<file path="config.mk">
export PLATFORM = sky130hd
export DESIGN_NAME = gmii_tx_arbiter
export DESIGN_NICKNAME = d
export VERILOG_FILES = /design/src/rtl/gmii_arb_pkg.sv /design/src/rtl/gmii_arb_timer.sv /design/src/rtl/gmii_tx_arbiter.sv
export SDC_FILE = /design/constraint.sdc
export NUM_CORES = 1
export LEC_CHECK = 0
export CAP_MARGIN = 20
export CORE_MARGIN = 8
export CORE_UTILIZATION = 46
export DETAILED_ROUTE_END_ITERATION = 10
export PLACE_DENSITY_LB_ADDON = 0.08
export SLEW_MARGIN = 20
export SYNTH_ARGS = -nofsm -noshare
export SYNTH_HDL_FRONTEND = slang
export SYNTH_SLANG_ARGS = --single-unit
</file>
<file path="constraint.sdc">
create_clock -name tx_clk -period 2.3 [get_ports tx_clk]
set_input_delay 0.575 -clock tx_clk [delete_from_list [all_inputs] [get_ports tx_clk]]
set_output_delay 0.575 -clock tx_clk [all_outputs]
set_load 0.01 [all_outputs]
</file>
<file path="src/rtl/gmii_arb_pkg.sv">
// Shared encodings and default sizing for the GMII transmit arbiter.
package gmii_arb_pkg;

  typedef enum logic [1:0] {
    IDLE  = 2'd0,
    START = 2'd1,
    BUSY  = 2'd2,
    IFG   = 2'd3
  } arb_state_t;

  localparam logic SEL_VID = 1'b0;
  localparam logic SEL_AUD = 1'b1;

  localparam int VID_BURST  = 160;
  localparam int AUD_BURST  = 8;
  localparam int IFG_CYCLES = 12;

endpackage

</file>
<file path="src/rtl/gmii_arb_timer.sv">
// Saturating up-counter with synchronous clear/enable and a >= THRESH flag.
module gmii_arb_timer #(
  parameter int W      = 12,
  parameter int THRESH = 2048
) (
  input  logic clk,
  input  logic rst,
  input  logic clr,
  input  logic en,
  output logic hit
);

  logic [W-1:0] count;

  always_ff @(posedge clk or posedge rst) begin
    if (rst) begin
      count <= '0;
    end else if (clr) begin
      count <= '0;
    end else if (en && (count != {W{1'b1}})) begin
      count <= count + W'(1);
    end
  end

  assign hit = (count >= W'(THRESH));

endmodule

</file>
<file path="src/rtl/gmii_tx_arbiter.sv">
// Grants the gmii_tx frame engine to the video or audio FIFO, steers its reads and enforces the IFG.
// Optional frame statistics are built only when GMII_ARB_STATS_EN is defined.
module gmii_tx_arbiter #(
  parameter int CNT_W       = 11,
  parameter int VID_BURST   = gmii_arb_pkg::VID_BURST,
  parameter int AUD_BURST   = gmii_arb_pkg::AUD_BURST,
  parameter int AUD_TIMEOUT = 2048,
  parameter int IFG_CYCLES  = gmii_arb_pkg::IFG_CYCLES
) (
  input  logic             tx_clk,
  input  logic             sys_rst,
  input  logic [CNT_W-1:0] vid_count,
  input  logic             vid_empty,
  input  logic [CNT_W-1:0] aud_count,
  input  logic             aud_empty,
  output logic             vid_rd_en,
  output logic             aud_rd_en,
  output logic             eng_start,
  output logic             eng_sel,
  output logic [CNT_W-1:0] eng_len,
  input  logic             eng_rd_en,
  input  logic             eng_done,
  output logic             busy,
  output logic             err_underrun,
  output logic             err_len,
  output logic [31:0]      stat_vid_frames,
  output logic [31:0]      stat_aud_frames
);

  import gmii_arb_pkg::*;

  localparam logic [CNT_W-1:0] VID_LEN = CNT_W'(VID_BURST);
  localparam logic [CNT_W-1:0] AUD_LEN = CNT_W'(AUD_BURST);
  localparam int AT_W  = $clog2(AUD_TIMEOUT + 1);
  localparam int IFG_W = $clog2(IFG_CYCLES + 1);

  arb_state_t       state, state_nxt;
  logic             sel_q, last_sel;
  logic [CNT_W-1:0] len_q, wcnt;
  logic             aud_partial, atimeout, ifg_hit;
  logic             vreq, areq, grant, grant_aud;
  logic             sel_empty, rd_req, rd_pass;

  assign aud_partial = (aud_count != '0) && (aud_count < AUD_LEN);
  assign vreq        = (vid_count >= VID_LEN);
  // A stale timeout must not grant an empty audio frame.
  assign areq        = (aud_count >= AUD_LEN) || (atimeout && (aud_count != '0));
  assign grant_aud   = areq && (!vreq || (last_sel == SEL_VID));
  assign grant       = (state == IDLE) && (vreq || areq);

  assign sel_empty = (sel_q == SEL_AUD) ? aud_empty : vid_empty;
  assign rd_req    = (state == BUSY) && eng_rd_en;
  assign rd_pass   = rd_req && !sel_empty && (wcnt < len_q);

  gmii_arb_timer #(.W(AT_W), .THRESH(AUD_TIMEOUT)) u_aud_timer (
    .clk (tx_clk),
    .rst (sys_rst),
    .clr ((grant && grant_aud) || (aud_count == '0)),
    .en  (aud_partial),
    .hit (atimeout)
  );

  // Leaves IFG on the last of IFG_CYCLES cycles spent there.
  gmii_arb_timer #(.W(IFG_W), .THRESH(IFG_CYCLES - 1)) u_ifg_timer (
    .clk (tx_clk),
    .rst (sys_rst),
    .clr (state != IFG),
    .en  (state == IFG),
    .hit (ifg_hit)
  );

  always_ff @(posedge tx_clk or posedge sys_rst) begin
    if (sys_rst) begin
      state <= IDLE;
    end else begin
      state <= state_nxt;
    end
  end

  always_comb begin
    state_nxt = state;
    eng_start = 1'b0;
    busy      = (state != IDLE);
    vid_rd_en = rd_pass && (sel_q == SEL_VID);
    aud_rd_en = rd_pass && (sel_q == SEL_AUD);
    case (state)
      IDLE:    if (vreq || areq) state_nxt = START;
      START: begin
        eng_start = 1'b1;
        state_nxt = BUSY;
      end
      BUSY:    if (eng_done) state_nxt = IFG;
      IFG:     if (ifg_hit) state_nxt = IDLE;
      default: state_nxt = IDLE;
    endcase
  end

  always_ff @(posedge tx_clk or posedge sys_rst) begin
    if (sys_rst) begin
      sel_q        <= SEL_VID;
      last_sel     <= SEL_AUD;
      len_q        <= '0;
      wcnt         <= '0;
      err_underrun <= 1'b0;
      err_len      <= 1'b0;
    end else begin
      if (grant) begin
        sel_q <= grant_aud;
        len_q <= grant_aud ? ((aud_count >= AUD_LEN) ? AUD_LEN : aud_count) : VID_LEN;
      end
      if (state == START) begin
        wcnt <= '0;
      end else if (rd_pass) begin
        wcnt <= wcnt + CNT_W'(1);
      end
      if (rd_req && sel_empty) begin
        err_underrun <= 1'b1;
      end
      if (rd_req && !sel_empty && (wcnt >= len_q)) begin
        err_len <= 1'b1;
      end
      if ((state == BUSY) && eng_done) begin
        if (wcnt != len_q) err_len <= 1'b1;
        last_sel <= sel_q;
      end
    end
  end

  assign eng_sel = sel_q;
  assign eng_len = len_q;

`ifdef GMII_ARB_STATS_EN
  logic [31:0] vid_frames, aud_frames;

  always_ff @(posedge tx_clk or posedge sys_rst) begin
    if (sys_rst) begin
      vid_frames <= '0;
      aud_frames <= '0;
    end else if (state == START) begin
      if (sel_q == SEL_AUD) aud_frames <= aud_frames + 32'd1;
      else                  vid_frames <= vid_frames + 32'd1;
    end
  end

  assign stat_vid_frames = vid_frames;
  assign stat_aud_frames = aud_frames;
`else
  assign stat_vid_frames = '0;
  assign stat_aud_frames = '0;
`endif

endmodule

</file>
==> out/results.txt, run 1 <==
The run finished, with violations left. The final reports fail on negative setup slack. The HPWL reported at the end of detailed placement is 5220 µm. The largest single stage delay on the critical path is 0.39 ns. Data on the critical path arrives at its endpoint at 1.79 ns. The number of I/O pins came out at 110. The number of hold buffers added after CTS was 0.

The most used flip-flop cell after synthesis is sky130_fd_sc_hd__dfrtp_1. The count of buffer and inverter cells on the critical path is 3. The count of buffers added on input and output ports is 40. The Yosys step of the flow raised 0 warnings. In the routed design, unresolved DRC markers number 0. The synthesized design contains 44 register bits. The type of the worst setup path is reg2out. From left edge to right edge, the die measures 97.8 µm. The cell count along the critical path is 8.

The tools report the sequential-to-total area share from yosys stat as 0.358. CTS built an H-tree with a depth of 2. The overall power consumption came out at 2.64 mW. The starting DRC count in detailed routing was 69; the maximum operating frequency was 422 MHz. The y dimension of the die is 97.8 µm. In this run the static leakage power is 1.82 nW.

The final net count was 465. The power density normalized to cell area is 675 nW/µm², and the area of the die is 9570 µm². The clock insertion delay at the later pin of the skew report was 0.30 ns.

The final worst-path cycle share came out at 1.03. The first TritonRoute pass finished after 4 iterations. The smallest clock period supported by the final layout is computed as 2.37 ns. The cell class contributing the biggest share of worst-path delay is flip-flops. The setup check on the worst reg-to-reg path leaves a slack of 0.17 ns.

With fillers left out, the area of the finished cells amounts to 3910 µm². The repair_antennas step left the layout with diodes totalling 0. The tools report the count of pins over their slew limit as 0. The run gives 0 as the number of maximum-capacitance violations. Setup repair after global routing could not meet its margin everywhere. The number of global-route vias before repair is 2452. The run gives 0.00952 ns as the worst setup skew after layout.

The worst reg2reg path endpoint is wcnt[9]$_DFFE_PP0P_. The worst setup path is captured at an output pin. The worst register-to-register path has a depth of 9.

Summing over every cut layer, the via total after detailed routing is 2429. The area share of the largest cell type after synthesis was 0.349. Final hold analysis gives a worst-case slack of 0.477 ns.

After clock tree synthesis, the clock-pin slew on the worst setup and hold paths is 0.09 ns. Root buffer cell: sky130_fd_sc_hd__clkbuf_8. Tracing the worst setup path back leads to its startpoint at eng_len[5]$_DFFE_PP0P_. The core region is 6640 µm². At the end of routability-driven placement, the weighted congestion stood at 0.783.

In this run the critical register-to-register path is launched from eng_len[5]$_DFFE_PP0P_. Data on the critical path is required at its endpoint by 1.73 ns. The capturing instance or port of the critical path was vid_rd_en. The number of clock sinks seen by CTS was 44; the first-pass GRT wire length was 11500 µm. The combined global-route utilization of all metal layers was 0.143; the top fanout value on the critical path was 3. The share of synthesized registers carrying an async set or reset is 1.00, and the final count of hold timing violations is 0. The logs give 0 for the number of nets still failing antenna checks after routing and 3080 µm² for the post-synthesis instance area. The synthesized design contains 0 enable-type register cells.

TritonCTS built the clock tree. The signal on the critical path passes through inv_2, ha_4, a41o_1, a21oi_2, buf_4, o21ai_4, nor3_2, buf_2. Before CTS, the worst setup slack after placement is -0.458 ns. The kind of start point of the critical path is a register.

The post-synthesis average cell area was 9.36 µm². The number of clock buffers inserted by TritonCTS was 5. The top cell types in the final layout, fill and taps aside, are 64 x sky130_fd_sc_hd__conb_1, 49 x sky130_fd_sc_hd__buf_4, 43 x sky130_fd_sc_hd__dfrtp_1.

Global-route congestion overflow total: 0. Synthesis produced a netlist whose cell count is 329. The floorplan has 30 rows. In this run the worst hold path is classified as reg2reg.

The area growth from synthesis to final layout was 26.9%. The netlist uses 53 different library cells. The run gives -0.0684 ns as the final setup slack of the worst path. Leaving out fill and tap cells, the most frequent cell in the layout is sky130_fd_sc_hd__conb_1.

The biggest area consumer among synthesized cells is sky130_fd_sc_hd__dfrtp_1. The clock passes through at most 2 buffers. The run gives 6730 µm as the total wirelength of the detailed-routed design. Entering global routing, the biggest net connects 45 pins. Sorting the synthesized cells by area gives the leading types as sky130_fd_sc_hd__dfrtp_1 35%, sky130_fd_sc_hd__buf_4 16%, sky130_fd_sc_hd__ha_1 8.1%, sky130_fd_sc_hd__xnor2_1 3.1%, sky130_fd_sc_hd__inv_1 2.9%.

The initial antenna violation count came out at 0. The average wire per standard cell was 13.5 µm; the worst-case vdd ir drop was 418 µV. The starting utilization of the core area is 0.463, and the final count of negative-setup-slack endpoints is 2. On the critical path, the stage with the largest delay is an instance of sky130_fd_sc_hd__dfrtp_1.

The via-per-instance ratio came out at 4.88. The placed instances occupy a cell area of 3670 µm². The ratio of cells with drive above 1 in the final layout works out to 0.225.
-- cell families after synthesis --
logic type / after synthesis / synth area share
other: 1 / 0.00122
adder cells (fa/ha/maj): 20 / 0.0813
AND/OR/NAND/NOR: 97 / 0.184
buffers and inverters: 97 / 0.206
AO/OA/AOI/OAI: 55 / 0.124
XOR/XNOR: 11 / 0.0313
multiplexers: 4 / 0.0138
flip-flops: 44 / 0.358
-- registers in the layout (all words and copies together) (netlist names) --
name	count
u_aud_timer.count	12
eng_len	11
wcnt	11
u_ifg_timer.count	4
state	2
eng_sel	1
err_len	1
err_underrun	1
last_sel	1
-- timing repair --
action,CTS,global route
gates resized for setup,17,16
buffers inserted,1,2
setup endpoints to repair,3,11
pin swaps,5,8
-- synth_stat cells (4+ instances only) --
cell type                 number
sky130_fd_sc_hd__dfrtp_1      43
sky130_fd_sc_hd__and4_1        4
sky130_fd_sc_hd__nor3_1        8
sky130_fd_sc_hd__nand4_1       8
sky130_fd_sc_hd__xnor2_1      11
sky130_fd_sc_hd__nand3_1      14
sky130_fd_sc_hd__o31ai_1       9
sky130_fd_sc_hd__nor4_1        4
sky130_fd_sc_hd__inv_1        24
sky130_fd_sc_hd__or4_1         8
sky130_fd_sc_hd__a21oi_1      15
sky130_fd_sc_hd__nor2_1       18
sky130_fd_sc_hd__buf_2         4
sky130_fd_sc_hd__buf_4        64
sky130_fd_sc_hd__ha_1         20
sky130_fd_sc_hd__o21ai_0       9
sky130_fd_sc_hd__and2_1        6
sky130_fd_sc_hd__nand2_1      13
-- worst min path at each step --
stage	endpoint	from	slack, ns	cells after the start
finish	err_underrun$_DFFE_PP0P_	err_underrun$_DFFE_PP0P_	0.48	1
global route	err_underrun$_DFFE_PP0P_	err_underrun$_DFFE_PP0P_	0.50	1
CTS	err_underrun$_DFFE_PP0P_	err_underrun$_DFFE_PP0P_	0.49	1
detailed placement	err_underrun$_DFFE_PP0P_	err_underrun$_DFFE_PP0P_	0.47	1
global placement	err_underrun$_DFFE_PP0P_	err_underrun$_DFFE_PP0P_	0.47	1
floorplan	last_sel$_DFFE_PP1P_	last_sel$_DFFE_PP1P_	0.48	2
-- area by class of cell --
class,instances,area (µm²)
clock buffer,6,72.6
fill,608,2740
sequential,44,1100
inverter,24,90.1
timing repair buffer,91,797
tap,80,100
clock inverter,2,35.0
multi-input combinational,251,1710
-- metal layers --
metal	track usage	wire length, µm	vias up
li1	-	-	1202
met1	0.153	2800	1180
met2	0.269	3580	42
met3	0.0427	293	5
met4	0.0324	56	0
met5	0	0	-
-- worst register-to-register path: stages, from the launching register on --
cell and delay [ns]:
sky130_fd_sc_hd__dfrtp_1 0.39, sky130_fd_sc_hd__inv_2 0.09, sky130_fd_sc_hd__ha_4 0.21, sky130_fd_sc_hd__a41o_1 0.21
sky130_fd_sc_hd__a21oi_2 0.11, sky130_fd_sc_hd__buf_4 0.14, sky130_fd_sc_hd__o21ai_4 0.06, sky130_fd_sc_hd__buf_4 0.20
sky130_fd_sc_hd__or4_4 0.49, sky130_fd_sc_hd__a21oi_2 0.15
-- through the flow --
| step | cells | setup TNS (ns) | util |
|---|---|---|---|
| final | 498 | -0.126 | 0.588 |
| after floorplan | 392 | -0.159 | - |
| after CTS | 497 | -0.339 | 0.574 |
| after global routing | 498 | -0.358 | 0.588 |
| after detailed placement | 488 | -2.79 | 0.552 |
| after global placement | 488 | -2.21 | 0.552 |
-- power breakdown --
| part | switching (mW) | internal, mW |
|---|---|---|
| Clock | 0.269 | 0.323 |
| Sequential | 0.0743 | 0.877 |
| Combinational | 0.605 | 0.489 |
No activity file was read; power rests on OpenSTA's default activity.
==> run 2: changes to the inputs <==
ABC_AREA = 1   (was default)
CORE_UTILIZATION = 47   (was 46)
==> run 2 against run 1 <==
The run still ends with negative setup slack left; sequential share of layout area is 1.5 points lower; maximum frequency rose by 1.3%; sequential cell count unchanged; hold slack worse by 0.0082 ns; sequential power fell by 0.4%; combinational power grew 15%; clock-buffer cell count increased by 1; utilization fell by 0.68 points; wire length grew 13%; cell count rose by 27%; setup slack improved by 0.029 ns; critical path type unchanged; critical endpoint is now aud_rd_en; largest cell class unchanged; highest routed layer unchanged.
==> out/results.txt, run 2 <==
The logs give 2 (unchanged) for the maximum count of clock buffers along a single path and 0.469 ns (-0.00822 ns) for the final hold slack. The count of state elements after synthesis was 44 (unchanged). The tools report the data required time of the critical path as 1.73 ns (about the same).

More flip-flops sit in one register than any other, and that register is u_aud_timer.count. The number of global-route vias before repair is 2749 (+12%), and the combined global-route utilization of all metal layers is 0.150 (+0.00682). Starting utilization of the core area: 0.477 (+0.0137). The final critical delay including setup and external delays came out at 2.34 ns (-0.0294 ns). Top fanout value on the critical path: 3 (unchanged). The checks that failed: negative setup slack. The worst hold path cell count was 1 (unchanged); the ratio of cells with drive above 1 in the final layout was 0.176 (-0.0489).

The run gives 0 (unchanged) as the number of DRC violations after detailed routing. The flip-flop count of the largest register, all copies and words added was 12 (unchanged); the y dimension of the die was 101 µm (+3.1%). For the worst setup slack for register-to-register paths, the log shows 0.26 ns (+0.09 ns). The run gives 0 (unchanged) as the number of antenna repair diodes.

The tightest slew margin relative to the limit came out at 0.559. In this run the clock root is driven by a sky130_fd_sc_hd__clkbuf_8. The HPWL reported at the end of detailed placement was 6010 µm (+15%). The largest total area in the synthesized netlist belongs to sky130_fd_sc_hd__dfrtp_1. The number of I/O pins came out at 110 (unchanged).

TritonCTS built the clock tree. Standby leakage power: 2.14 nW (+17%). The most used flip-flop cell after synthesis was sky130_fd_sc_hd__dfrtp_1. The tools report the worst-case vdd ir drop as 473 µV (+13%). Ranked by total cell area, the synthesized netlist is headed by sky130_fd_sc_hd__dfrtp_1 32%, sky130_fd_sc_hd__buf_4 14%, sky130_fd_sc_hd__nand2_1 12%, sky130_fd_sc_hd__ha_1 7.4%, sky130_fd_sc_hd__inv_1 6.1%. The number of maximum-capacitance violations is 0 (unchanged), and the warning count from the yosys run is 0 (unchanged). Setup repair after global routing could not meet its margin everywhere. The worst min-delay path class was reg2reg. For the first-pass iteration count of the detailed router, the log shows 4 (unchanged). Routability-driven placement congestion ratio: 0.863 (+10%).

The largest net degree at the start of global routing came out at 32 (-29%). Tracing the worst setup path back leads to its startpoint at wcnt[9]$_DFFE_PP0P_. The run gives 31 (+3.3%) as the number of core rows. The tools report the worst hold endpoint as err_underrun$_DFFE_PP0P_. Data arrival time at the worst-slack endpoint: 1.76 ns (-0.03 ns).

The run gives 581 (+25%) as the final net count. The run gives 0 (unchanged) as the number of nets still failing antenna checks after routing. The count of unique library cells instantiated by Yosys is 36 (-32%). Initial antenna violation count: 0 (unchanged). The via-per-instance ratio was 4.45 (-8.7%). The count of flip-flops with a built-in enable after synthesis came out at 0 (unchanged). Worst hold path startpoint: err_underrun$_DFFE_PP0P_. Post-place instance area: 3920 µm² (+6.8%). The post-synthesis average cell area is 7.49 µm² (-20%). The power density normalized to cell area came out at 693 nW/µm² (+2.6%). The cell with the most instances after synthesis was sky130_fd_sc_hd__nand2_1.

The share of synthesized registers carrying an async set or reset came out at 1.00 (unchanged). In the layout the commonest cells are 103 x sky130_fd_sc_hd__nand2_1, 64 x sky130_fd_sc_hd__conb_1, 51 x sky130_fd_sc_hd__inv_1. Leaving out fill and tap cells, the most frequent cell in the layout is sky130_fd_sc_hd__nand2_1.

The post-synthesis instance area came out at 3390 µm² (+10%). The area share of the largest cell type after synthesis was 0.318 (-0.0318). The commonest cells after synthesis are 106 x sky130_fd_sc_hd__nand2_1, 65 x sky130_fd_sc_hd__buf_4, 55 x sky130_fd_sc_hd__inv_1, 43 x sky130_fd_sc_hd__dfrtp_1, 43 x sky130_fd_sc_hd__nor2_1. The count of pins over their slew limit was 0 (unchanged). The flow ran to the end, but the final reports show violations. The final count of negative-setup-slack endpoints came out at 2 (unchanged). The clock transition at the register clock pins on the worst setup and hold paths after CTS works out to 0.09 ns (about the same). The instance count after placement with tap cells included is 619 (+27%), and the clock insertion delay at the later pin of the skew report is 0.29 ns (about the same). Total vias in the final route: 2818 (+16%). The synthesized netlist cell count was 452 (+37%); the maximum operating frequency was 428 MHz (+1.3%). The number of standard cells in the final layout excluding fillers was 633 (+27%). For the final count of hold timing violations, the log shows 0 (unchanged).

The depth of the worst register-to-register path was 12 (+3); the chip width was 101 µm (+3.1%). STA classifies the critical path endpoint as an output pin. For the overall power consumption, the log shows 2.86 mW (+8.3%).

The logs give 0 (unchanged) for the cts-stage hold buffer count and 4130 µm² (+5.6%) for the final instance area. The number of clock buffers inserted by TritonCTS is 5 (unchanged). The share of the core filled with cells in the final layout was 0.581 (-0.00677); the first-pass GRT wire length was 12300 µm (+7.2%).

The sequential-to-total area share from yosys stat was 0.325 (-0.0325); the area growth from synthesis to final layout was 21.8%. The run gives 0.00403 ns (-0.00549 ns) as the worst setup skew after layout. The logs give -0.0389 ns (+0.0294 ns) for the final setup slack of the worst path and 82 (+19%) for the starting DRC count in detailed routing.

The run gives -0.0688 ns (+0.0575 ns) as the sum of negative setup slack. The final worst-path cycle share works out to 1.02 (-0.0128). The run gives 0 (unchanged) as the global-route congestion overflow total.

The count of buffers inserted at the top-level ports works out to 40 (unchanged). The total wirelength of the detailed-routed design came out at 7580 µm (+13%). In this run the critical register-to-register path is captured at wcnt[8]$_DFFE_PP0P_.

The average wire per standard cell works out to 12.0 µm (-11%). The maximum level of the CTS H-tree came out at 2 (unchanged). The number of clock sinks seen by CTS was 44 (unchanged). The logs give 10200 µm² (+6.4%) for the area of the die and 7100 µm² (+6.8%) for the core footprint.

The worst setup path is launched from a register. For the pin with the worst max-slew slack, the measured transition is 0.661 ns. By startpoint and endpoint, the worst setup path is classified as reg2out.

The startpoint identified for the worst register-to-register timing path is wcnt[9]$_DFFE_PP0P_. Setup slack after placement: -0.402 ns (+0.0561 ns).
## run 2: cell types whose count changed in the layout (fill, tap and decap cells not counted), sizes merged, moves of 9 or more
| cell | previous run | this run |
|---|---|---|
| buf | 53 | 42 |
| inv | 24 | 60 |
| nand2 | 14 | 111 |
| nand3 | 14 | 46 |
| nor2 | 18 | 51 |
| o31ai | 9 | 0 |
## run 2: critical path, cell delays in order (launching register included)
cell	delay (ns)
sky130_fd_sc_hd__dfrtp_1	0.40
sky130_fd_sc_hd__ha_1	0.29
sky130_fd_sc_hd__nand2_1	0.07
sky130_fd_sc_hd__inv_2	0.05
sky130_fd_sc_hd__a21oi_2	0.11
sky130_fd_sc_hd__buf_4	0.13
sky130_fd_sc_hd__nand4_1	0.15
sky130_fd_sc_hd__nor2_1	0.13
sky130_fd_sc_hd__buf_2	0.14
## run 2: per-layer routing
metal  wire length [µm]  GRT usage  vias up
li1                   -          -     1453
met1               3520      0.183     1268
met2               3360      0.253       91
met3                622     0.0373        6
met4                 82     0.0470        0
met5                  0          0        -
## run 2: final cells by class
type	instances	area, µm²
Tap cell	99	124
Clock inverter	1	30.0
Clock buffer	7	96.3
Timing Repair Buffer	80	718
Multi-Input combinational cell	341	1820
Sequential cell	44	1100
Inverter	61	231
Fill cell	680	2970
## run 2: kinds of logic after synthesis
| group | after synthesis | share of synthesized area |
|---|---|---|
| compound gates | 25 | 0.0491 |
| xor+xnor | 8 | 0.0207 |
| fa+ha+maj | 20 | 0.0739 |
| buf+inv | 130 | 0.219 |
| flops | 44 | 0.325 |
| other cells | 1 | 0.00111 |
| simple gates | 224 | 0.310 |
## run 2: worst max-delay path by stage
stage | endpoint | slack (ns) | cells past startpoint
floorplan | aud_rd_en | 0.21 | 10
global placement | vid_rd_en | -0.36 | 6
detailed placement | vid_rd_en | -0.40 | 6
CTS | vid_rd_en | -0.1 | 8
global route | vid_rd_en | -0.21 | 9
finish | aud_rd_en | -0.04 | 8
## run 2: timing repair
item,CTS,global route
buffers inserted,6,3
gates resized for setup,12,10
pin swaps,15,6
gates cloned,0,0
endpoints found under the setup margin,2,14
## run 2: power by group
part	internal (mW)	leakage (nW)	switching, mW	total, mW
clock	0.384	0.0645	0.276	0.660
combinational	0.542	1.49	0.709	1.25
sequential	0.878	0.587	0.0685	0.947
total	1.80	2.14	1.05	2.86
==> run 3: changes to the inputs <==
CORE_MARGIN = 2   (was 8)
==> run 3 against run 2 <==
Setup slack gained 0.013 ns; final area is essentially flat; critical path depth grew 1; the flow still finishes with violations (negative setup slack); hold slack gained 0.029 ns; total power shrank 1.8%; non-clock buffer count shrank 2; sequential share of layout area is essentially flat; combinational power is essentially flat; register-to-register slack gained 0.37 ns; die area shrank 22%; sequential power is essentially flat; sequential cell count is the same.
==> out/results.txt, run 3 (synthesized netlist as in run 2, its figures left out) <==
By instance count, the cell type seen most on the critical path is sky130_fd_sc_hd__inv_2. u_aud_timer.count holds more flip-flops than any other register. The tightest slew margin relative to the limit is 0.595 (+0.0354), and the maximum operating frequency is 430 MHz (+0.55%). Kind of start point of the critical path: a register. The worst setup path is captured at an output pin. The final reports fail on negative setup slack.

Most frequent standard cell in the layout excluding fill and tap cells: sky130_fd_sc_hd__nand2_1. The number of nets still failing antenna checks after routing came out at 0 (unchanged). The depth of the worst register-to-register path was 10 (-2); the sequential cell area in the final layout was 1100 µm² (unchanged).

The tools report the final count of hold timing violations as 0 (unchanged). The y dimension of the die was 88.9 µm (-12%); the clock insertion delay at the later pin of the skew report was 0.31 ns (+0.02 ns). The root buffer cell chosen for the clock tree is sky130_fd_sc_hd__clkbuf_8. The number of antenna repair diodes came out at 0 (unchanged). The first-pass iteration count of the detailed router came out at 4 (unchanged). The run gives 2638 (-4.0%) as the number of global-route vias before repair. The starting utilization of the core area is 0.493 (+0.0159), and the actual transition at the worst max-transition pin is 0.608 ns (-0.0531 ns). The tools report the maximum level of the CTS H-tree as 2 (unchanged). Cell class contributing the biggest share of worst-path delay: flip-flops. The critical path is of the reg2out type. The tools report the final net count as 579 (-0.34%). For the routability-driven placement congestion ratio, the log shows 0.813 (-5.9%). The starting DRC count in detailed routing came out at 73 (-11%). Capturing instance or port of the critical path: vid_rd_en. The run gives 0.601 (+0.0196) as the share of the core filled with cells in the final layout.

The run gives 0.0120 ns (+0.00801 ns) as the worst setup skew after layout. Worst-case vdd ir drop: 448 µV (-5.4%). Number of clock buffers inserted by TritonCTS: 5 (unchanged). The start of the worst register-to-register path was wcnt[10]$_DFFE_PP0P_.

The count of buffer and inverter cells on the critical path came out at 4 (+1). The area of the die was 7900 µm² (-22%). The first-pass GRT wire length was 11700 µm (-5.1%). The number of core rows is 30 (-3.2%). The setup slack after placement came out at -0.328 ns (+0.0741 ns). Combined global-route utilization of all metal layers: 0.191 (+0.0405).

The min-delay analysis places its worst path in the category reg2reg. Area growth from synthesis to final layout: 21.8% (about the same). Total wirelength of the detailed-routed design: 7100 µm (-6.4%). The run gives 1.75 ns (about the same) as the data arrival time at the worst-slack endpoint.

The most critical setup path has its startpoint at eng_len[10]$_DFFE_PP0P_. The count of pins over their slew limit is 0 (unchanged), and the instance count after placement with tap cells included is 617 (-0.32%). For the data required time of the critical path, the log shows 1.73 ns (about the same).

Cell count along the critical path: 9 (+1). Fill cell total of the finished layout: 651 (-4.3%). The total vias in the final route was 2846 (+0.99%); the global-route congestion overflow total was 0 (unchanged).

The slowest stage of the critical path belongs to the cell sky130_fd_sc_hd__dfrtp_1. The final worst-path cycle share is 1.01 (-0.00561). The flip-flop count of the largest register, all copies and words added was 12 (unchanged). The maximum count of clock buffers along a single path was 2 (unchanged).

The via-per-instance ratio came out at 4.55 (+2.1%). The clock transition at the register clock pins on the worst setup and hold paths after CTS is 0.09 ns (about the same), and the initial antenna violation count is 0 (unchanged). The run finished, with violations left. The run gives 2.81 mW (-1.8%) as the overall power consumption.

Setup repair after global routing could not meet its margin everywhere. The worst register-to-register path ends at wcnt[5]$_DFFE_PP0P_. The power density normalized to cell area was 680 nW/µm² (-1.8%). The largest net degree at the start of global routing is 45 (+41%). Walking the worst path, the cells encountered are inv_2, ha_4, nand2_1, inv_2, a21oi_2, buf_4, nand4_1, nor2_1, buf_2.

The run gives 0 (unchanged) as the number of maximum-capacitance violations. Ratio of cells with drive above 1 in the final layout: 0.187 (+0.0108). The area used by multi-input combinational logic was 1870 µm² (+2.7%); the final critical delay including setup and external delays was 2.33 ns (-0.0129 ns).

The biggest cell delay along the critical path was 0.40 ns (about the same); the number of standard cells in the final layout excluding fillers was 626 (-1.1%). The HPWL reported at the end of detailed placement is 5500 µm (-8.4%). The final count of negative-setup-slack endpoints is 2 (unchanged), and the average wire per standard cell is 11.3 µm (-5.4%). The chip width came out at 88.9 µm (-12%). The count of buffers inserted at the top-level ports came out at 40 (unchanged). Standby leakage power: 2.11 nW (-1.4%). The tools report the number of clock sinks seen by CTS as 44 (unchanged). TritonCTS built the clock tree. The top fanout value on the critical path is 3 (unchanged), and the core footprint is 6870 µm² (-3.2%). The tools report the number of DRC violations after detailed routing as 0 (unchanged). The run gives -0.0490 ns (+0.0198 ns) as the sum of negative setup slack. The number of I/O pins was 110 (unchanged). In the layout the commonest cells are 102 x sky130_fd_sc_hd__nand2_1, 64 x sky130_fd_sc_hd__conb_1, 47 x sky130_fd_sc_hd__inv_1.

The final setup slack of the worst path is -0.0260 ns (+0.0129 ns). The worst setup slack for register-to-register paths is 0.63 ns (+0.37 ns).
-- run 3: cell type report --
| cell class | count | area share |
|---|---|---|
| Clock buffer | 5 | 0.0167 |
| Timing Repair Buffer | 78 | 0.170 |
| Multi-Input combinational cell | 341 | 0.454 |
| Inverter | 61 | 0.0561 |
| Tap cell | 96 | 0.0291 |
| Sequential cell | 44 | 0.267 |
| Clock inverter | 1 | 0.00728 |
-- run 3: how the worst min path moves through the flow --
stage,start,end,slack [ns],cells past startpoint
final,err_underrun$_DFFE_PP0P_,err_underrun$_DFFE_PP0P_,0.50,1
after global routing,last_sel$_DFFE_PP1P_,last_sel$_DFFE_PP1P_,0.51,2
after CTS,err_underrun$_DFFE_PP0P_,err_underrun$_DFFE_PP0P_,0.50,1
after detailed placement,err_underrun$_DFFE_PP0P_,err_underrun$_DFFE_PP0P_,0.48,1
after global placement,err_underrun$_DFFE_PP0P_,err_underrun$_DFFE_PP0P_,0.48,1
after floorplan,last_sel$_DFFE_PP1P_,last_sel$_DFFE_PP1P_,0.46,2
-- run 3: power breakdown --
part | switching, mW | internal, mW
combinational | 0.713 | 0.553
clock | 0.282 | 0.313
sequential | 0.0678 | 0.879
-- run 3: timing repair --
action / 4_1_cts / 5_1_grt
resized for setup: 19 / 9
hold buffers: 0 / 0
pin swaps: 7 / 8
buffers inserted: 0 / 3
setup endpoints to repair: 2 / 2
-- run 3: stage by stage --
step / area (µm²) / hold slack (ns)
2_1_floorplan: 3620 / 0.465
4_1_cts: 4060 / 0.502
3_3_place_gp: 3920 / 0.481
3_5_place_dp: 3920 / 0.477
6_report: 4130 / 0.498
5_1_grt: 4130 / 0.513
-- run 3: routing by layer --
layer,wire length (µm),part of all wire,GRT usage
met1,3270,0.46,0.242
met2,3330,0.47,0.331
met3,414,0.058,0.0360
met4,83,0.012,0.0551
met5,0,0,0
